==> src/rtl/freq_generator.sv <==
// Programmable square-wave source with period/high-time config applied at period boundaries.
// Optional burst mode enabled by defining FREQ_GEN_BURST_EN (adds burst_len / burst_done).
module freq_generator #(
    parameter int unsigned WIDTH        = 32,
    parameter int unsigned DEFAULT_DIV  = 100,
    parameter int unsigned DEFAULT_HIGH = 50
) (
    input  logic             clk,
    input  logic             reset,
`ifdef FREQ_GEN_BURST_EN
    input  logic [15:0]      burst_len,
    output logic             burst_done,
`endif
    input  logic             enable,
    input  logic             cfg_valid,
    output logic             cfg_ready,
    input  logic [WIDTH-1:0] cfg_div,
    input  logic [WIDTH-1:0] cfg_high,
    output logic             cfg_err,
    output logic             signal_out,
    output logic             period_tick,
    output logic [31:0]      period_count
);

    localparam int unsigned CNT_W = 32;

    typedef enum logic [1:0] {
        IDLE  = 2'd0,
        RUN   = 2'd1,
        DRAIN = 2'd2
    } state_e;

    state_e             state_q, state_d;
    logic [WIDTH-1:0]   cnt_q, cnt_d;
    logic [WIDTH-1:0]   div_q, div_d;
    logic [WIDTH-1:0]   high_q, high_d;
    logic               pend_valid_q, pend_valid_d;
    logic [WIDTH-1:0]   pend_div_q, pend_div_d;
    logic [WIDTH-1:0]   pend_high_q, pend_high_d;
    logic               sig_q, sig_d;
    logic               err_q, err_d;
    logic [CNT_W-1:0]   count_q, count_d;

    logic               accept_c;
    logic               cfg_ok_c;
    logic [WIDTH-1:0]   high_clamp_c;
    logic               wrap_c;
    logic               burst_end_c;
    logic               start_ok_c;

    assign accept_c     = cfg_valid & ~pend_valid_q;
    assign cfg_ok_c     = (cfg_div >= WIDTH'(2));
    assign high_clamp_c = (cfg_high == '0)     ? WIDTH'(1) :
                          (cfg_high >= cfg_div) ? (cfg_div - WIDTH'(1)) : cfg_high;
    assign wrap_c       = (state_q != IDLE) && (cnt_q == (div_q - WIDTH'(1)));

    assign cfg_ready    = ~pend_valid_q;
    assign cfg_err      = err_q;
    assign signal_out   = sig_q;
    assign period_tick  = wrap_c;
    assign period_count = count_q;

`ifdef FREQ_GEN_BURST_EN
    logic [15:0] burst_rem_q;
    logic        burst_on_q;
    logic        rearm_q;
    logic        done_q;

    assign burst_end_c = wrap_c & burst_on_q & (burst_rem_q == 16'd1);
    assign start_ok_c  = ~rearm_q;
    assign burst_done  = done_q;

    // Burst period counter; after a burst, enable must drop before the next start.
    always_ff @(posedge clk or posedge reset) begin
        if (reset) begin
            burst_rem_q <= '0;
            burst_on_q  <= 1'b0;
            rearm_q     <= 1'b0;
            done_q      <= 1'b0;
        end else begin
            done_q <= burst_end_c;
            if ((state_q == IDLE) && enable && !rearm_q) begin
                burst_on_q  <= (burst_len != 16'd0);
                burst_rem_q <= burst_len;
            end else if (burst_end_c) begin
                burst_on_q  <= 1'b0;
                burst_rem_q <= '0;
            end else if (wrap_c && burst_on_q) begin
                burst_rem_q <= burst_rem_q - 16'd1;
            end
            if (burst_end_c) begin
                rearm_q <= 1'b1;
            end else if (!enable) begin
                rearm_q <= 1'b0;
            end
        end
    end
`else
    assign burst_end_c = 1'b0;
    assign start_ok_c  = 1'b1;
`endif

    always_ff @(posedge clk or posedge reset) begin
        if (reset) begin
            state_q      <= IDLE;
            cnt_q        <= '0;
            div_q        <= WIDTH'(DEFAULT_DIV);
            high_q       <= WIDTH'(DEFAULT_HIGH);
            pend_valid_q <= 1'b0;
            pend_div_q   <= '0;
            pend_high_q  <= '0;
            sig_q        <= 1'b0;
            err_q        <= 1'b0;
            count_q      <= '0;
        end else begin
            state_q      <= state_d;
            cnt_q        <= cnt_d;
            div_q        <= div_d;
            high_q       <= high_d;
            pend_valid_q <= pend_valid_d;
            pend_div_q   <= pend_div_d;
            pend_high_q  <= pend_high_d;
            sig_q        <= sig_d;
            err_q        <= err_d;
            count_q      <= count_d;
        end
    end

    always_comb begin
        state_d      = state_q;
        cnt_d        = cnt_q;
        div_d        = div_q;
        high_d       = high_q;
        pend_valid_d = pend_valid_q;
        pend_div_d   = pend_div_q;
        pend_high_d  = pend_high_q;
        sig_d        = sig_q;
        err_d        = accept_c & ~cfg_ok_c;
        count_d      = count_q;

        unique case (state_q)
            IDLE: begin
                cnt_d = '0;
                sig_d = 1'b0;
                // A config accepted on the final wrap into IDLE lands in pending; flush it here.
                if (pend_valid_q) begin
                    div_d        = pend_div_q;
                    high_d       = pend_high_q;
                    pend_valid_d = 1'b0;
                end
                if (accept_c && cfg_ok_c) begin
                    div_d  = cfg_div;
                    high_d = high_clamp_c;
                end
                if (enable && start_ok_c) begin
                    state_d = RUN;
                    sig_d   = 1'b1;
                end
            end
            RUN, DRAIN: begin
                if (accept_c && cfg_ok_c) begin
                    pend_valid_d = 1'b1;
                    pend_div_d   = cfg_div;
                    pend_high_d  = high_clamp_c;
                end
                if (wrap_c) begin
                    cnt_d   = '0;
                    count_d = count_q + CNT_W'(1);
                    if (pend_valid_q) begin
                        div_d        = pend_div_q;
                        high_d       = pend_high_q;
                        pend_valid_d = 1'b0;
                    end
                    // High time is always >= 1, so a new period always starts high.
                    if (enable && !burst_end_c) begin
                        state_d = RUN;
                        sig_d   = 1'b1;
                    end else begin
                        state_d = IDLE;
                        sig_d   = 1'b0;
                    end
                end else begin
                    cnt_d   = cnt_q + WIDTH'(1);
                    sig_d   = ((cnt_q + WIDTH'(1)) < high_q);
                    state_d = enable ? RUN : DRAIN;
                end
            end
            default: begin
                state_d = IDLE;
                cnt_d   = '0;
                sig_d   = 1'b0;
            end
        endcase
    end

endmodule
==> config.mk <==
export PLATFORM = sky130hd
export DESIGN_NAME = freq_generator
export DESIGN_NICKNAME = d
export VERILOG_FILES = /design/src/rtl/freq_generator.sv
export SDC_FILE = /design/constraint.sdc
export NUM_CORES = 1
export LEC_CHECK = 0
export BUFFER_PORTS_ARGS = -buffer_cell sky130_fd_sc_hd__buf_2
export CAP_MARGIN = 20
export CORE_ASPECT_RATIO = 1.1
export CORE_MARGIN = 2
export CORE_UTILIZATION = 61
export DETAILED_ROUTE_END_ITERATION = 8
export GPL_TIMING_DRIVEN = 0
export PLACE_DENSITY = 0.82
export REMOVE_ABC_BUFFERS = 1
export SYNTH_ARGS = -nofsm -noshare
export SYNTH_HDL_FRONTEND = slang
export SYNTH_SLANG_ARGS = --single-unit
==> constraint.sdc <==
create_clock -name clk -period 8.76 [get_ports clk]
set_input_delay 1.314 -clock clk [delete_from_list [all_inputs] [get_ports clk]]
set_output_delay 1.314 -clock clk [all_outputs]
set_load 0.01 [all_outputs]
Word-level counts from Yosys, hierarchy flattened
Cells that the tools add are included.
Word-level totals
  flip-flop bits (word level): 197
  bits in latches: 0
  bits in writable memories: 0
  memory bits (read-only): 0
  input bits: 68
  output and inout bits: 36
  word-level logic and storage cells: 60
  memories: 0
Operators by class
  add/sub/neg operators: 4
  $mul: 0
  divide/modulo/power cells: 0
  order comparisons: 3
  equal/unequal tests: 5
  shift-type cells: 0
  mux-type cells: 24
  bitwise logic cells: 4
  reductions and logical operators: 10
Operators with widths (number)
  $mux W32: 10
  $pmux W32 S2: 2
  $add A32 B1 Y32 const B: 2
  $sub A32 B1 Y32 const B: 2
  $eq A32 B32 Y1: 1
  $ge A32 B2 Y1 const B: 1
  $ge A32 B32 Y1: 1
  $logic_not A32 Y1: 1
  $lt A32 B32 Y1: 1
  $mux W1: 6
  $mux W2: 3
  $reduce_and A2 Y1: 3
  $ne A2 B2 Y1 const B: 2
  $pmux W1 S2: 2
  $pmux W2 S2: 1
  $reduce_bool A2 Y1: 2
  $and A1 B1 Y1: 2
  $eq A2 B1 Y1 const B: 1
  $eq A2 B2 Y1 const B: 1
  $logic_and A1 B1 Y1: 2
  $logic_not A2 Y1: 1
  $not A1 Y1: 2
  $reduce_or A2 Y1: 1

Depth between registers and ports, before layout
  depth after elaboration: 7
  mapped depth: 16
  depth with buffers taken out: 16

Least setup slack after synthesis
OpenSTA, ideal clock, no wires.
  path type: register to output
  start: register div_q[0]
  end: output port period_tick
  arrival time: 2.942 ns
  required time: 7.446 ns
  path slack: 4.504 ns
  stages on the path, launching flop included: 10
  path buffers: 1
  cell sequence: dfrtp_1 buf_2 inv_1 ha_1 nor3b_2 and4b_1 a31o_2 or3b_2 or4_1 nor4b_1
Between the ends
  word-level cells in the longest chain between the ends: 3
Ends and longest elaborated chain
  start, declared: RTL line 35  | logic [WIDTH-1:0] div_q, div_d;
  start signal, assigned: RTL line 107  | div_q <= WIDTH'(DEFAULT_DIV);
  start signal, assigned: RTL line 118  | div_q <= div_d;
  $sub A32 B1 Y32: RTL line 55  | assign wrap_c = (state_q != IDLE) && (cnt_q == (div_q - WIDTH'(1)));
  $eq A32 B32 Y1: RTL line 55
  $logic_and A1 B1 Y1: RTL line 55
  end, declared: RTL line 21  | output logic period_tick,
No other way between the ends.

Final worst setup path
Ends and elaborated chain as after synthesis.

==> reports/results.txt <==
Hold Slack -> 0.465 ns
Clock Sinks -> 197
R2R setup slack -> 3.94 ns
Iteration-0 DRC Markers -> 824
Layout area overhead -> 10.5%
Pre-antenna DRT Iters -> 7
RD Place Congestion -> 0.887
Finish-stage setup viols -> 0
nature of the critical path startpoint -> register
FFs w/ async S/R, synth -> 100%
Core Util, Final -> 68.9%
fillcell total -> 1507
synth top area cells -> dfrtp_1 (38%), ha_1 (7.0%), xnor2_1 (6.6%)
Post-CTS Setup Inserts -> 0
total clock buffers created by CTS -> 17
sequential power share -> 37.7%
htree depth -> 4
die area -> 0.0215 sq mm
Total GRT Usage -> 29.0%
cell with the most instances after synthesis -> dfrtp_1
vias in the first global route -> 9953
clk_lat worst skew -> 0.44 ns
library cells used by synthesis -> 74
CTS root buf -> clkbuf_16
synthesized area -> 0.0124 sq mm
sw power -> 0.00160 W
combinational share of power -> 42.2%
Layout Skew -> 0.00811 ns
Req. time, crit path -> 7.45 ns
Clk pin slew, worst setup/hold paths -> 0.07 ns
Worst Path Arrival -> 4.00 ns
Die Ht -> 154 um
Yosys warning count -> 0
Residual DRC -> 8
vias per cell -> 6.33
final hold vios -> 0
clk buf depth -> 2
gate count after technology mapping -> 1275
Initial Util -> 62.3%
Clk pwr share -> 20.1%
#FFs+latches synth -> 197
Internal -> 0.00242 W
Sw Ratio -> 39.8%
status -> complete, but fails checks
initial antenna violation count -> 0
worst vdd ir -> 176 uV
synth cell count leaders -> dfrtp_1 (191), xnor2_1 (94), nor2_1 (89)
port bufs -> 103
CP max FO -> 9
first-pass GRT wire length -> 49900 um
Max Fclk -> 188 MHz
ys flop type -> dfrtp_1
Least-Margin Pin Slew -> 0.962 ns
cts-stage hold buffer count -> 0
Final period util -> 60.6%
cts repair resizes -> 0
drt total wl -> 30300 um
type of the worst min-delay path -> reg -> reg
via count -> 10200
syn_area_per_cell -> 9.74 sq um
MaxCap Viol Count -> 0
CP max-delay cell -> nor3_1
sequential area share after synthesis -> 39.7%
Slew HR -> 35.9%
largest net degree at the start of global routing -> 119
Slew Viols, Final -> 0
Core ar. -> 0.0199 sq mm
layout cell share with drive strength beyond 1 -> 17.1%
critical path class -> reg -> out
PD cells -> 293 mW/mm^2
crit path cell chain -> inv_1 > ha_1 > nor3b_2 > and4b_1 > nand2_1 > o41a_1 > nor3_1 > nor4b_1 > buf_2
CTS tree -> built
Avg WL per Cell -> 18.9 um
Post-synth EDFFs -> 0
failing checks -> DRC
Static Leak -> 6.18 nW
Post-DP HPWL -> 22400 um
antenna-violating nets left -> 0
Synth top area share -> 38.5%
post-synth top area cell -> dfrtp_1
RSZ-0062 raised after global routing -> no
I/O pins -> 104
Nets -> 1476
GR Overflow Total -> 0
# diodes -> 0
Die W -> 140 um
crit-path max cell delay -> 0.68 ns
critical path capture point type -> output port
site row count -> 54
post-layout minimum cycle time -> 5.31 ns
==> flip-flops by register name, indices dropped and copies added (netlist names) <==
register	flops
signal_out	1
div_q	32
pend_div_q	32
state_q	2
pend_valid_q	1
period_count	32
cfg_err	1
pend_high_q	32
high_q	32
cnt_q	32
==> cells by family (layout without fill, tap and decap cells) <==
| logic type | count (synthesis) | count (layout) | synth area share, % |
|---|---|---|---|
| buffers and inverters | 144 | 220 | 5.33 |
| multiplexers | 33 | 33 | 2.98 |
| AND/OR/NAND/NOR | 407 | 407 | 17.7 |
| AO/OA/AOI/OAI | 298 | 298 | 18.3 |
| XOR/XNOR | 126 | 126 | 8.88 |
| flip-flops | 197 | 197 | 39.7 |
| adder cells (fa/ha/maj) | 70 | 70 | 7.05 |
==> power by group through the flow <==
stage          Sequential, W  Combinational (W)  Clock (W)
2_1_floorplan        0.00143            0.00125          0
3_3_place_gp         0.00150            0.00161          0
3_5_place_dp         0.00151            0.00168          0
4_1_cts              0.00150            0.00169   0.000813
5_1_grt              0.00155            0.00186   0.000850
6_report             0.00151            0.00170   0.000807
==> worst max-delay path: cells and delay by family (launching register included) <==
family,cells,cell delay [ns]
adders and majority gates,1,0.17
AOI/OAI and AO/OA,1,0.43
and+or+nand+nor,5,2.13
buffers and inverters,2,0.33
DFF,1,0.48
==> cell type report <==
type	instances	area, sq um	share of cell area (%)
clock buffer	18	439	3.20
inverter	76	293	2.13
clock inverter	14	163	1.19
tap	252	315	2.30
timing repair buffer	112	717	5.22
sequential	197	4940	36.0
multi-input combinational	934	6860	50.0
==> cells in the final DEF, fill, tap and decap left out, types with 6 or more instances in the layout <==
| master | count |
|---|---|
| dfstp_2 | 6 |
| ha_1 | 70 |
| a21o_1 | 6 |
| xnor2_1 | 94 |
| and2_1 | 39 |
| or4_1 | 13 |
| a2bb2oi_1 | 38 |
| nand4_1 | 35 |
| o21ai_0 | 57 |
| xor2_1 | 32 |
| nand2_1 | 78 |
| mux2_2 | 32 |
| inv_1 | 74 |
| a2bb2oi_2 | 26 |
| nor4_1 | 27 |
| nor2_1 | 88 |
| nor3_1 | 20 |
| or3_1 | 6 |
| clkbuf_16 | 17 |
| buf_2 | 103 |
| and3_1 | 26 |
| nand3_1 | 32 |
| dfrtp_1 | 191 |
| o22ai_1 | 62 |
| a21oi_1 | 19 |
| a211oi_1 | 35 |
| o211ai_1 | 7 |
| and4_1 | 9 |
==> per-stage QoR <==
step	area (sq um)	cells	setup WS (ns)	total power, W	setup TNS, ns
floorplan	12000	1207	2.09	0.00269	0
finish	13700	1603	3.45	0.00402	0
CTS	13700	1603	3.47	0.00401	0
global placement	12900	1562	-0.0291	0.00311	-2.54
detailed placement	13100	1571	3.94	0.00320	0
global route	13700	1603	3.22	0.00425	0
==> routing by layer <==
layer / routed length, um / part of all wire [%] / track usage, % / up-vias
met3: 1870 / 6.2 / 4.83 / 66
met5: 0 / 0 / 0 / -
met4: 1040 / 3.4 / 12.6 / 0
met1: 13300 / 44 / 39.0 / 4934
li1: - / - / - / 4806
met2: 14200 / 47 / 46.9 / 345
==> worst paths after layout <==
| path | endpoint | cells past startpoint | from |
|---|---|---|---|
| min in group asynchronous | period_count[28] | 2 | reset |
| worst min-delay path | period_count[31] | 1 | period_count[31] |
| worst min register to register | period_count[31] | 1 | period_count[31] |
| worst max register to register | div_q[26] | 10 | div_q[0] |
| max in group asynchronous | pend_div_q[20] | 3 | reset |
| worst max-delay path | period_tick | 9 | div_q[0] |
(Power assumes the default switching activity.)
